==> config.mk <==
export PLATFORM = sky130hd
export DESIGN_NAME = mix_channel_sequencer
export DESIGN_NICKNAME = d
export VERILOG_FILES = /design/src/rtl/mfda_ctrl_pkg.sv /design/src/rtl/phase_timer.sv /design/src/rtl/mix_channel_sequencer.sv
export SDC_FILE = /design/constraint.sdc
export NUM_CORES = 1
export LEC_CHECK = 0
export CAP_MARGIN = 20
export CORE_ASPECT_RATIO = 0.7
export CORE_MARGIN = 5
export CORE_UTILIZATION = 52
export CTS_CLUSTER_SIZE = 40
export DETAILED_ROUTE_END_ITERATION = 16
export GPL_ROUTABILITY_DRIVEN = 0
export HOLD_SLACK_MARGIN = 0.12
export PLACE_DENSITY = 0.87
export SYNTH_ARGS = -nofsm -noshare
export SYNTH_HDL_FRONTEND = slang
export SYNTH_HIERARCHICAL = 1
export SYNTH_SLANG_ARGS = --single-unit
==> constraint.sdc <==
create_clock -name clk -period 4.9 [get_ports clk]
set_input_delay 1.47 -clock clk [delete_from_list [all_inputs] [get_ports clk]]
set_output_delay 1.47 -clock clk [all_outputs]
set_load 0.01 [all_outputs]
==> src/rtl/mfda_ctrl_pkg.sv <==
// Shared types for the reagent mixer sequencer: FSM state encoding, default counter width,
// and the phase-skip helper that picks the next non-empty phase.
// No ports (package).
package mfda_ctrl_pkg;

  localparam int CNT_W_DEF = 16;

  typedef enum logic [2:0] {
    IDLE,
    SCAN,
    DOSE_A,
    DOSE_B,
    MIX,
    SETTLE,
    READ,
    FINISH
  } seq_state_e;

  // Returns the first phase after 'cur' whose duration is non-zero (nz = {settle, mix, b, a}).
  // Zero-length phases are skipped entirely; READ is always the fallback.
  function automatic seq_state_e next_phase(input seq_state_e cur, input logic [3:0] nz);
    seq_state_e nxt;
    nxt = READ;
    if (nz[3] && (cur inside {SCAN, DOSE_A, DOSE_B, MIX})) nxt = SETTLE;
    if (nz[2] && (cur inside {SCAN, DOSE_A, DOSE_B}))      nxt = MIX;
    if (nz[1] && (cur inside {SCAN, DOSE_A}))              nxt = DOSE_B;
    if (nz[0] && (cur == SCAN))                            nxt = DOSE_A;
    return nxt;
  endfunction

endpackage

==> src/rtl/phase_timer.sv <==
// Purpose: loadable down-counter timing one sequencer phase; expire marks the phase's last cycle.
// Latency: value loaded on the edge where i_load is high; o_expire is combinational from the count.
// Backpressure: none. Ports: clk, rst_n, i_load, i_value (duration), o_expire.
module phase_timer #(
  parameter int CNT_W = 16
) (
  input  logic             clk,
  input  logic             rst_n,
  input  logic             i_load,
  input  logic [CNT_W-1:0] i_value,
  output logic             o_expire
);

  logic [CNT_W-1:0] r_cnt;

  // Counts down and parks at zero; never wraps.
  always_ff @(posedge clk or negedge rst_n) begin
    if (!rst_n) begin
      r_cnt <= '0;
    end else if (i_load) begin
      r_cnt <= i_value;
    end else if (r_cnt != '0) begin
      r_cnt <= r_cnt - 1'b1;
    end
  end

  // A count of 1 is the last cycle of the phase; a count of 0 (loaded with 0) expires at once.
  assign o_expire = (r_cnt <= CNT_W'(1));

endmodule

==> src/rtl/mix_channel_sequencer.sv <==
// Purpose: walks enabled mixer channels in ascending order: valve A, valve B, pump, settle, detector read.
// Latency: SCAN costs 1 cycle per channel; phases chain back-to-back; done pulses 2 cycles after start with no channels.
// Backpressure: READ holds det_req until det_ack; abort returns to IDLE on the next cycle without done.
// Ports: clk/rst_n, start/abort, ch_enable + four durations (latched at start), valve_a/valve_b/mix_pump drives,
//        det_req/det_ch/det_ack/det_flag detector handshake, result flags, busy, done.
module mix_channel_sequencer
  import mfda_ctrl_pkg::*;
#(
  parameter int NUM_CH = 12,
  parameter int CNT_W  = CNT_W_DEF
) (
  input  logic                      clk,
  input  logic                      rst_n,
  input  logic                      start,
  input  logic                      abort,
  input  logic [NUM_CH-1:0]         ch_enable,
  input  logic [CNT_W-1:0]          dose_a_cyc,
  input  logic [CNT_W-1:0]          dose_b_cyc,
  input  logic [CNT_W-1:0]          mix_cyc,
  input  logic [CNT_W-1:0]          settle_cyc,
  output logic [NUM_CH-1:0]         valve_a,
  output logic [NUM_CH-1:0]         valve_b,
  output logic [NUM_CH-1:0]         mix_pump,
  output logic                      det_req,
  output logic [$clog2(NUM_CH)-1:0] det_ch,
  input  logic                      det_ack,
  input  logic                      det_flag,
  output logic [NUM_CH-1:0]         result,
  output logic                      busy,
  output logic                      done
);

  localparam int CH_W  = $clog2(NUM_CH);
  localparam int PTR_W = CH_W + 1;  // pointer must be able to reach NUM_CH (past the last channel)

  seq_state_e        r_state;
  seq_state_e        w_state_nxt;
  logic [NUM_CH-1:0] r_en;
  logic [NUM_CH-1:0] r_result;
  logic [CNT_W-1:0]  r_dur_a;
  logic [CNT_W-1:0]  r_dur_b;
  logic [CNT_W-1:0]  r_dur_m;
  logic [CNT_W-1:0]  r_dur_s;
  logic [CH_W-1:0]   r_ch;
  logic [PTR_W-1:0]  r_ptr;
  logic [3:0]        w_nz;
  logic              w_found;
  logic [CH_W-1:0]   w_sel;
  logic              w_load;
  logic [CNT_W-1:0]  w_load_val;
  logic              w_expire;
  logic [NUM_CH-1:0] w_onehot;
  logic              w_take_start;
  logic              w_take_ack;

  assign w_nz = {(r_dur_s != '0), (r_dur_m != '0), (r_dur_b != '0), (r_dur_a != '0)};

  // Lowest enabled channel at or above the pointer.
  always_comb begin
    w_found = 1'b0;
    w_sel   = '0;
    for (int i = 0; i < NUM_CH; i++) begin
      if (!w_found && r_en[i] && (i >= int'(r_ptr))) begin
        w_found = 1'b1;
        w_sel   = CH_W'(i);
      end
    end
  end

  always_comb begin
    w_state_nxt = r_state;
    case (r_state)
      IDLE:                        if (start) w_state_nxt = SCAN;
      SCAN:                        w_state_nxt = w_found ? next_phase(SCAN, w_nz) : FINISH;
      DOSE_A, DOSE_B, MIX, SETTLE: if (w_expire) w_state_nxt = next_phase(r_state, w_nz);
      READ:                        if (det_ack) w_state_nxt = SCAN;
      FINISH:                      w_state_nxt = IDLE;
      default:                     w_state_nxt = IDLE;
    endcase
    if (abort) w_state_nxt = IDLE;
  end

  // The single timer is reloaded on every state change; only timed phases care about its value.
  always_comb begin
    w_load_val = '0;
    case (w_state_nxt)
      DOSE_A:  w_load_val = r_dur_a;
      DOSE_B:  w_load_val = r_dur_b;
      MIX:     w_load_val = r_dur_m;
      SETTLE:  w_load_val = r_dur_s;
      default: w_load_val = '0;
    endcase
  end

  assign w_load = (w_state_nxt != r_state);

  phase_timer #(.CNT_W(CNT_W)) u_timer (
    .clk      (clk),
    .rst_n    (rst_n),
    .i_load   (w_load),
    .i_value  (w_load_val),
    .o_expire (w_expire)
  );

  assign w_take_start = (r_state == IDLE) && start && !abort;
  assign w_take_ack   = (r_state == READ) && det_ack && !abort;

  always_ff @(posedge clk or negedge rst_n) begin
    if (!rst_n) begin
      r_state  <= IDLE;
      r_en     <= '0;
      r_dur_a  <= '0;
      r_dur_b  <= '0;
      r_dur_m  <= '0;
      r_dur_s  <= '0;
      r_ch     <= '0;
      r_ptr    <= '0;
      r_result <= '0;
    end else begin
      r_state <= w_state_nxt;
      if (w_take_start) begin
        r_en     <= ch_enable;
        r_dur_a  <= dose_a_cyc;
        r_dur_b  <= dose_b_cyc;
        r_dur_m  <= mix_cyc;
        r_dur_s  <= settle_cyc;
        r_ptr    <= '0;
        r_result <= '0;
      end
      if ((r_state == SCAN) && w_found) begin
        r_ch <= w_sel;
      end
      if (w_take_ack) begin
        r_result[r_ch] <= det_flag;
        r_ptr          <= PTR_W'(r_ch) + PTR_W'(1);
      end
    end
  end

  // Drives decode straight from the state register so an async reset drops them immediately.
  assign w_onehot = NUM_CH'(1) << r_ch;
  assign valve_a  = (r_state == DOSE_A) ? w_onehot : '0;
  assign valve_b  = (r_state == DOSE_B) ? w_onehot : '0;
  assign mix_pump = (r_state == MIX)    ? w_onehot : '0;
  assign det_req  = (r_state == READ);
  assign det_ch   = r_ch;
  assign result   = r_result;
  assign busy     = (r_state != IDLE) && (r_state != FINISH);
  assign done     = (r_state == FINISH);

endmodule

==> results by stage <==
Status:
- The flow ran to the end, and the final reports show no timing, DRC or antenna violations.

Clock network:
- Gates resized during post-CTS repair numbered 0.
- Buffers inserted during clock tree synthesis total 17.
- The number of buffers on the longest clock path is 2.
- Hold repair after CTS inserted 0 buffers.
- The clock transition at the register clock pins on the worst setup and hold paths after CTS is 60 ps.
- Counting every sink on the clock net gives 116.
- The post-CTS setup-driven buffer insertion count is 0.
- The tree is rooted in a sky130_fd_sc_hd__clkbuf_16.
- The number of H-tree levels is 4.
- The clock tree from TritonCTS is built.
- At the later pin of the worst-skew pair, clock insertion delay measures 420 ps.

Timing:
- The clock arrives with 12.62 ps of skew.
- Setup repair after global routing left no endpoint under its margin.
- Across all hold checks on the routed design, the worst slack comes to 505.9 ps.
- The final sum of negative setup slack is 0 ps.
- The final setup violation count is 0.
- The maximum operating frequency is 241.8 MHz.
- Across all setup checks in the final design, the least slack found is 763.5 ps.
- The headroom to the max-slew limit is 0.4224.
- Of the available clock period, the critical path in the final layout requires 0.8442.
- The transition time at the pin with the least slew margin is 863.8 ps.
- The number of hold violations in the final report is 0.
- The time the final worst path needs with I/O delays and setup is 4136 ps.
- The max-slew violation total from the final report came to 0.

Power and ir drop:
- The combinational share of power is 0.410.
- For this design the ratio of total power to cell area is 615.4 nW/um2.
- The switching power of the nets is 0.002108 W.
- The reported leakage power is 3.574 nW.
- The fraction of power spent switching nets is 0.4032.
- The share of total power dissipated in the clock network is 0.229.
- The maximum resistive drop on vdd is 0.0004055 V.
- Of the total power, registers draw 0.361.
- The design internal power is 0.003120 W.

Layout:
- The total number of nets in the final design is 851.
- In the layout the commonest cells are sky130_fd_sc_hd__clkdlybuf4s50_1, sky130_fd_sc_hd__dfrtp_1, sky130_fd_sc_hd__nor2_1, sky130_fd_sc_hd__mux2_2.
- In the final layout, the share of cells above drive strength 1 is 0.1746.
- The post-route cell area is 8494 um2.
- The count of inserted antenna diode cells is 0.
- The register area is 2903 um2.
- The area added between synthesis and finish is 30.53%.
- Leaving out filler cells and counting taps, the final layout contains 935.
- The multi-input combinational cells in the finished layout cover a total of 3324 um2.
- The number of filler cells placed in the layout is 866.
- The most common cell after layout, fill and taps aside is sky130_fd_sc_hd__clkdlybuf4s50_1.

Routing:
- The final layout contains routed wiring with a total length of 18810 um.
- The number of optimization iterations in the first detailed-route pass is 5.
- The total via count after detailed routing is 5772.
- Dividing the detail-routed wire length by the instance count gives 20.12 um.
- After detailed routing, the number of remaining DRC violations is 0.
- The via density per instance is 6.173.
- The count of routing violations after the opening detailed-route iteration is 487.
- The number of nets still failing antenna checks after routing is 0.

Die:
- The initial core utilization is 0.5275.
- The area of the core is 12340 um2.
- In this run the core area contains 34 standard-cell rows.
- The floorplan step set the die width to 143.7 um.
- The area of the die is 14890 um2.
- The total I/O pin count is 137.
- The die is 103.6 um tall.

Global routing:
- Entering global routing, the biggest net connects 61 pins.
- The leftover overflow at the end of global routing is 0.
- The wire length of the first global-routing pass is 30590 um.
- The number of antenna violations at the first check in global routing came to 0.
- The number of global-route vias before repair is 5806.
- In the global route stage, overall resource usage came out at 0.2580.

Synthesis:
- The average footprint of a synthesized cell is 10.18 um2.
- Sorting the synthesized cells by area gives the leading types as sky130_fd_sc_hd__dfrtp_1, sky130_fd_sc_hd__mux2_2, sky130_fd_sc_hd__mux2i_1.
- The share of the yosys chip area belonging to registers is 0.4461.
- The post-synth net total is 730.
- The top cell type by total area after synthesis is sky130_fd_sc_hd__dfrtp_1.
- The number of distinct library cells after synthesis is 64.
- The most used flip-flop cell after synthesis is sky130_fd_sc_hd__dfrtp_1.
- The share of synthesized area in the top cell type comes to 0.4461.
- In this run, synthesis produced a sequential element count of 116.
- For this run, asynchronously set or reset flops after synthesis account for 1.000.
- The cell count after synthesis came out at 639.
- The number of enable-type register cells in the synthesized netlist is 0.
- Yosys printed 6 warnings.
- The synthesized netlist occupies a cell area of 6507 um2.

Placed design:
- The wire-length estimate of the detail-placed layout is 13790 um.
- The pre-CTS setup slack is 724.7 ps.
- Port buffering added 136 buffers.
- After detailed placement, the total cell area comes to 7918 um2.
- The instance count after placement with tap cells included is 903.

Critical path:
- In this run the critical register-to-register path is captured at u_timer/r_cnt[3]$_DFFE_PN0P_.
- In this run the worst path has a maximum fanout of 33.
- The internal reg-to-reg setup slack is 760 ps.
- The startpoint identified for the worst register-to-register timing path is u_timer/r_cnt[12]$_DFFE_PN0P_.
- STA classifies the critical path startpoint as a flip-flop.
- At the worst endpoint, the required time is 5170 ps.
- The data arrival time of the worst path is 4410 ps.
- The endpoint kind of the worst setup timing path is a flip-flop.
- The number of cell instances on the worst register-to-register path is 14.
- The critical path is of the reg2reg type.

Min path:
- The critical hold path startpoint is result[7]$_DFF_PN0_.
- The destination of the worst hold path is result[7]$_DFF_PN0_.
- The hold path depth is 2.
- The path class of the lowest-slack min-delay path is reg2reg.

Flow run:
- The tool flagged a number of max-cap violations equal to 0.
[cells by family after synthesis]
kind of cell,count (synthesis),synth area share
and+or+nand+nor,206,0.1577
AOI/OAI and AO/OA,122,0.1277
xor gates and xnor gates,12,0.01615
adders and majority gates,9,0.01730
muxes,115,0.1919
DFF,116,0.4461
buffers and inverters,59,0.04326
[synth_stat cells, types with 3 or more instances]
library cell and instances:
sky130_fd_sc_hd__or4_1 3, sky130_fd_sc_hd__dfrtp_1 116, sky130_fd_sc_hd__nand3_1 12, sky130_fd_sc_hd__nand2_1 37, sky130_fd_sc_hd__o31ai_1 13, sky130_fd_sc_hd__a31oi_1 3, sky130_fd_sc_hd__mux2i_1 37, sky130_fd_sc_hd__nor2_1 84
sky130_fd_sc_hd__buf_2 6, sky130_fd_sc_hd__nand4_1 6, sky130_fd_sc_hd__inv_1 16, sky130_fd_sc_hd__xnor2_1 5, sky130_fd_sc_hd__a211oi_1 6, sky130_fd_sc_hd__o22ai_1 16, sky130_fd_sc_hd__buf_6 6, sky130_fd_sc_hd__nand2b_1 5
sky130_fd_sc_hd__inv_2 3, sky130_fd_sc_hd__o21ai_0 19, sky130_fd_sc_hd__mux2_2 78, sky130_fd_sc_hd__nor4_1 20, sky130_fd_sc_hd__xor2_1 7, sky130_fd_sc_hd__nand3b_1 4, sky130_fd_sc_hd__a21oi_1 18, sky130_fd_sc_hd__nor3_1 8
sky130_fd_sc_hd__or3_1 4, sky130_fd_sc_hd__and4_1 3, sky130_fd_sc_hd__clkbuf_1 26, sky130_fd_sc_hd__o211ai_1 12, sky130_fd_sc_hd__o21ai_1 8, sky130_fd_sc_hd__ha_1 9
[sequential cells by signal, summed over array words and instances (netlist names), 4 cells and up]
signal and cells:
r_en 12, r_dur_s 16, r_dur_m 16, u_timer/r_cnt 16, det_ch 4, r_dur_a 16, r_ptr 5, result 12
r_dur_b 16
[critical path: stages (launching register included)]
cell	delay (ps)
sky130_fd_sc_hd__dfrtp_1	430
sky130_fd_sc_hd__nor4_1	440
sky130_fd_sc_hd__nand4_1	220
sky130_fd_sc_hd__nor2_1	590
sky130_fd_sc_hd__nand3b_1	190
sky130_fd_sc_hd__o211ai_1	130
sky130_fd_sc_hd__a211oi_1	290
sky130_fd_sc_hd__o32ai_2	140
sky130_fd_sc_hd__a21oi_1	180
sky130_fd_sc_hd__a211o_2	150
sky130_fd_sc_hd__buf_4	480
sky130_fd_sc_hd__mux2i_1	360
sky130_fd_sc_hd__o22ai_1	120
sky130_fd_sc_hd__a21oi_1	180
sky130_fd_sc_hd__nor2_1	60
[worst max-delay path by stage]
stage,startpoint,slack [ps],cells past startpoint,endpoint
3_5_place_dp,det_ack,720,12,u_timer/r_cnt[11]$_DFFE_PN0P_
4_1_cts,r_state[1]$_DFF_PN0_,970,3,valve_a[10]
2_1_floorplan,det_ack,1150,14,u_timer/r_cnt[11]$_DFFE_PN0P_
5_1_grt,u_timer/r_cnt[12]$_DFFE_PN0P_,580,14,u_timer/r_cnt[11]$_DFFE_PN0P_
3_3_place_gp,det_ack,850,12,u_timer/r_cnt[3]$_DFFE_PN0P_
6_report,u_timer/r_cnt[12]$_DFFE_PN0P_,760,14,u_timer/r_cnt[3]$_DFFE_PN0P_
[through the flow]
stage / total power (W) / utilization
final: 0.005228 / 0.6885
after floorplan: 0.003309 / -
after CTS: 0.005177 / 0.6885
after global placement: 0.003823 / 0.6418
after global routing: 0.005531 / 0.6885
after detailed placement: 0.003964 / 0.6418
[power by group through the flow]
stage / Sequential (W) / Combinational (W) / Clock, W
after CTS: 0.00186 / 0.00211 / 0.00121
after floorplan: 0.00165 / 0.00166 / 0
final: 0.00189 / 0.00214 / 0.00120
after detailed placement: 0.00187 / 0.00210 / 0
after global routing: 0.00193 / 0.00234 / 0.00126
after global placement: 0.00184 / 0.00198 / 0
[per-layer routing]
metal	track usage	vias up	wire length (um)
li1	-	2584	-
met1	0.3799	2825	8341
met2	0.3712	317	8337
met3	0.07232	46	1800
met4	0.07661	0	328
met5	0	-	0
[layout make-up]
cell class	instances	share of cell area
Clock buffer	20	0.05376
Tap cell	162	0.02386
Inverter	19	0.008396
Multi-Input combinational cell	464	0.3914
Timing Repair Buffer	142	0.1667
Sequential cell	116	0.3417
Clock inverter	12	0.01414
(Power assumes the default switching activity.)
